<file path="src/rtl/a2d_arbiter.sv">
// rtl/a2d_arbiter.sv - round-robin arbiter sharing one SPI A2D converter between NUM_REQ requesters
module a2d_arbiter #(
    parameter int NUM_REQ     = 4,
    parameter int TIMEOUT_CYC = 4095
) (
    input  logic                   clk,
    input  logic                   rst_n,
    input  logic [NUM_REQ-1:0]     req,
    input  logic [3*NUM_REQ-1:0]   req_chnnl,
    output logic [NUM_REQ-1:0]     gnt,
    output logic [NUM_REQ-1:0]     done,
    output logic [11:0]            res_out,
    output logic                   err,
    output logic                   strt_cnv,
    output logic [2:0]             chnnl,
    input  logic                   cnv_cmplt,
    input  logic [11:0]            res
);

    localparam int IDX_W = $clog2(NUM_REQ);
    localparam int CNT_W = $clog2(TIMEOUT_CYC + 1);

    typedef enum logic [1:0] {IDLE, START, WAIT, DONE} state_t;

    state_t              state;
    logic [IDX_W-1:0]    rr_ptr;
    logic [IDX_W-1:0]    win_reg;
    logic [IDX_W-1:0]    win_idx;
    logic                win_valid;
    logic [CNT_W-1:0]    cnt;

    // Scan from the highest offset down so the first set request at/after rr_ptr wins.
    always_comb begin
        win_valid = 1'b0;
        win_idx   = '0;
        for (int i = NUM_REQ - 1; i >= 0; i--) begin
            if (req[(int'(rr_ptr) + i) % NUM_REQ]) begin
                win_valid = 1'b1;
                win_idx   = IDX_W'((int'(rr_ptr) + i) % NUM_REQ);
            end
        end
    end

    always_ff @(posedge clk or negedge rst_n) begin
        if (!rst_n) begin
            state    <= IDLE;
            gnt      <= '0;
            done     <= '0;
            err      <= 1'b0;
            strt_cnv <= 1'b0;
            chnnl    <= 3'd0;
            res_out  <= 12'd0;
            rr_ptr   <= '0;
            win_reg  <= '0;
            cnt      <= '0;
        end else begin
            strt_cnv <= 1'b0;
            done     <= '0;
            err      <= 1'b0;
            case (state)
                IDLE: begin
                    if (win_valid) begin
                        gnt      <= NUM_REQ'(1) << win_idx;
                        win_reg  <= win_idx;
                        chnnl    <= req_chnnl[3*win_idx +: 3];
                        strt_cnv <= 1'b1;
                        state    <= START;
                    end
                end
                START: begin
                    cnt   <= '0;
                    state <= WAIT;
                end
                WAIT: begin
                    // Completion takes precedence over a timeout landing on the same cycle.
                    if (cnv_cmplt) begin
                        res_out <= res;
                        done    <= gnt;
                        state   <= DONE;
                    end else if (cnt == CNT_W'(TIMEOUT_CYC - 1)) begin
                        err   <= 1'b1;
                        state <= DONE;
                    end else if (cnt != CNT_W'(TIMEOUT_CYC)) begin
                        cnt <= cnt + 1'b1;
                    end
                end
                DONE: begin
                    gnt    <= '0;
                    rr_ptr <= (win_reg == IDX_W'(NUM_REQ - 1)) ? '0 : win_reg + 1'b1;
                    state  <= IDLE;
                end
                default: state <= IDLE;
            endcase
        end
    end

endmodule
</file>
<file path="config.mk">
export PLATFORM = sky130hd
export DESIGN_NAME = a2d_arbiter
export DESIGN_NICKNAME = d
export VERILOG_FILES = /design/src/rtl/a2d_arbiter.sv
export SDC_FILE = /design/constraint.sdc
export NUM_CORES = 1
export LEC_CHECK = 0
export ABC_CLOCK_PERIOD_IN_PS = 2200
export BUFFER_PORTS_ARGS = -buffer_cell sky130_fd_sc_hd__buf_2
export CORE_MARGIN = 2
export CORE_UTILIZATION = 52
export DETAILED_ROUTE_END_ITERATION = 7
export GPL_TIMING_DRIVEN = 0
export PLACE_DENSITY = 0.8
export SYNTH_ARGS = -nofsm -noshare
export SYNTH_HDL_FRONTEND = slang
export SYNTH_SLANG_ARGS = --single-unit
</file>
<file path="constraint.sdc">
create_clock -name clk -period 2.2 [get_ports clk]
set_input_delay 0.33 -clock clk [delete_from_list [all_inputs] [get_ports clk]]
set_output_delay 0.33 -clock clk [all_outputs]
set_load 0.005 [all_outputs]
</file>
==> parameters.txt <==
Parameter                              Value

Outcome
  Run status    completed

STA
  Setup slack of the critical path after layout    0.2990 ns
  Final sum of negative setup slack    0 ns
  Final critical-path required period    1.901 ns
  Tightest slew margin relative to the limit    39.36%
  Final setup violation count    0
  Highest Clock Rate    roughly 530 MHz
  Share of the cycle needed by the critical path after routing    approximately 86%
  Worst clock skew    a little under 0.007 ns
  Final count of hold timing violations    0
  Slew at the pin with the worst max-slew slack    just over 0.9 ns
  Setup repair after global routing missed its margin    no
  Final number of max-transition violations    0

Global route
  Initial antenna violation count    0
  Overall global routing resource usage    19.77%
  Number of global-route vias before repair    1513
  Largest net degree at the start of global routing    44
  First-pass GRT wire length    about 6.6 mm
  Overall overflow remaining after global route    0

Clocking
  Clock Tree Root    sky130_fd_sc_hd__clkbuf_8
  Number of buffers created by CTS    5
  TritonCTS clock tree    built
  Hold buffers post-CTS    0
  Clock slew at the register clock pins of the worst setup and hold paths    0.08 ns
  H-tree level count    2
  # resized after CTS    0
  Post-CTS setup buffers    0
  Sinks on Clock Net    43
  Maximum clock insertion buffer count    2
  Insertion delay to the later sink of the worst-skew pair    approximately 0.29 ns

Floorplanning
  DIE AREA    4498 sq um
  Die Span Y    about 67 um
  X dimension of the die    67.07 um
  Area of the placeable core    3744 sq um
  Count of standard-cell rows    22
  I/O pin count    56
  Initial standard-cell utilization of the core    55.25%

Synthesis
  Synth top area share    52.03%
  Adder-cell share of the synthesized area    4.840%
  Number of flops mapped to enable cells by yosys    0
  Cell count after synthesis    180
  Netlist cell types    42
  XOR/XNOR share of the synthesized area    under 10%
  #FFs+latches synth    43
  Compound-cell area share of the yosys netlist    12.70%
  Mean Syn Cell Area    11.49 sq um
  Most area-consuming cells after synthesis    sky130_fd_sc_hd__dfrtp_1, sky130_fd_sc_hd__mux2_2, sky130_fd_sc_hd__ha_1, sky130_fd_sc_hd__nand2_1, sky130_fd_sc_hd__mux2i_1
  Sequential share of the synthesized area    52.03%
  Post-Synth Simple-Gate Area    roughly 15%
  Mapped Area    2068 sq um
  Nets in the synthesized netlist    219
  Area leader, netlist    sky130_fd_sc_hd__dfrtp_1
  Main combinational cell family by area after synthesis    simple AND/OR/NAND/NOR gates
  Count of yosys warnings during synthesis    0
  Most used flip-flop cell after synthesis    sky130_fd_sc_hd__dfrtp_1
  Async set or reset register ratio after synthesis    100.0%
  Multiplexer area fraction after synthesis    11.01%

Setup path
  Critical path start-end classification    reg -> reg
  Worst-path maximum fanout    10
  Worst reg2reg path depth    6
  Origin of the critical flop-to-flop path    state[0]
  Data required time at the worst endpoint    2.37 ns
  Kind of start point of the critical path    register
  Terminus of the critical flop-to-flop path    res_out[6]
  First element of the critical path    state[0]
  CP arrival    2.07 ns
  Nature of the critical path endpoint    register
  Register-to-register path setup slack    roughly 0.3 ns
  Endpoint of the worst setup timing path    res_out[6]

Route
  Remaining design rule violation count    0
  Number of detailed-route iterations in the first pass    5
  Final ANT Viol Nets    0
  Detail-routed net length per standard cell    about 13 um
  Overall via count from detail_route    around 1600
  Number of DRC markers in iteration 0    86
  Vias per cell    5.378
  Post-Route WL    3.906 mm

Power
  Peak ir drop on the vdd network    631.8 uV
  Power Density    about 1200 nW/um^2
  Leakage power figure    between 1 and 1.5 nW

Cells and area
  Final Net Count    ~280
  Number of inserted filler cells in the final layout    between 300 and 400
  Final standard cell area without fillers    2520 sq um
  Share of layout cells above drive strength 1    34.57%
  Antenna diode instance count    0
  Synth-to-layout area growth    21.84%
  Regs by FF count    cnt (12), res_out (12)

Placement
  Routability-driven placement congestion ratio    between 0.7 and 0.8
  Port bufs    55
  Setup slack after placement    0.3281 ns
  Detailed placement HPWL    2.978 mm
  Cell Area, Placed    between 2000 and 2500 sq um

Hold path
  Kind of path behind the tightest hold check    in -> async

Job
  Maximum Capacitance Violations    0
## synth_stat cells, drive strengths merged (2+ instances only)
cell / instances
dfrtp: 43
nand2: 20
mux2: 14
nor2: 11
ha: 8
nand3: 8
mux2i: 7
o21ai: 7
inv: 6
a21oi: 5
nand2b: 5
xor2: 5
and3: 4
buf: 3
nand4: 3
o221ai: 3
and4: 2
nor2b: 2
o211ai: 2
o31ai: 2
## metal layers
metal | GRT usage (%) | vias to the layer above | part of all wire, %
met1 | 24.67 | 734 | 45
li1 | - | 780 | -
met2 | 33.66 | 49 | 49
met3 | 5.574 | 2 | 5.9
met4 | 4.847 | 0 | 0.31
met5 | 0 | - | 0
## per-stage QoR
stage               std cells  total power [mW]  hold WS (ns)  utilization [%]
CTS                       291             3.000        0.1992            67.31
floorplan                 180             1.957       0.03441                -
global route              291             3.212        0.2330            67.31
global placement          283             2.312        0.4673            64.20
detailed placement        283             2.373        0.4804            64.20
finish                    291             2.953        0.1727            67.31
## where the power goes
group	internal [mW]	switching, mW	total [mW]
logic	0.544	0.551	1.10
registers	1.06	0.187	1.25
clock network	0.344	0.265	0.608
total	1.95	1.00	2.95
## worst max-delay path, stage by stage (launching register included)
cell	delay, ns
sky130_fd_sc_hd__dfrtp_1	0.44
sky130_fd_sc_hd__inv_1	0.11
sky130_fd_sc_hd__ha_1	0.23
sky130_fd_sc_hd__clkbuf_1	0.20
sky130_fd_sc_hd__nand2_1	0.17
sky130_fd_sc_hd__buf_2	0.26
sky130_fd_sc_hd__mux2_2	0.37
## placed cells by master, fill, tap and decap left out, types with 2 or more instances in the layout
cell,count
sky130_fd_sc_hd__nand3_1,8
sky130_fd_sc_hd__o221ai_1,2
sky130_fd_sc_hd__and3_1,4
sky130_fd_sc_hd__xor2_1,5
sky130_fd_sc_hd__nand4_1,3
sky130_fd_sc_hd__dfrtp_1,43
sky130_fd_sc_hd__nand2b_1,5
sky130_fd_sc_hd__mux2_2,14
sky130_fd_sc_hd__nor2_1,11
sky130_fd_sc_hd__inv_1,6
sky130_fd_sc_hd__a21oi_1,5
sky130_fd_sc_hd__clkbuf_8,5
sky130_fd_sc_hd__nand2_1,20
sky130_fd_sc_hd__buf_2,57
sky130_fd_sc_hd__mux2i_1,7
sky130_fd_sc_hd__o21ai_0,7
sky130_fd_sc_hd__nor2b_1,2
sky130_fd_sc_hd__and4_1,2
sky130_fd_sc_hd__o211ai_1,2
sky130_fd_sc_hd__ha_1,8
sky130_fd_sc_hd__o31ai_1,2
## layout make-up
cell class	instances	area [sq um]	share of cell area (%)
flip-flops and latches	43	1076	42.70
repair buffers	55	275.3	10.92
well taps	48	60.06	2.383
clock inverters	3	47.55	1.887
multi-input cells	127	944.7	37.49
clock buffers	5	68.82	2.731
inverters	6	22.52	0.8937
plain buffers	4	25.02	0.9930
## logic make-up (layout without fill, tap and decap cells)
group,Yosys count,after routing
buf+inv,10,73
flops,43,43
fa+ha+maj,8,8
xor+xnor,6,6
simple gates,61,61
mux,21,21
compound gates,31,31
## worst min path at each step
stage	end	slack (ns)	cells after the start
floorplan	chnnl[0]	0.03	0
global placement	win_reg[1]	0.47	2
detailed placement	win_reg[1]	0.48	2
CTS	res_out[6]	0.20	1
global route	gnt[2]	0.23	1
finish	cnt[8]	0.17	1
(Power assumes the default switching activity.)
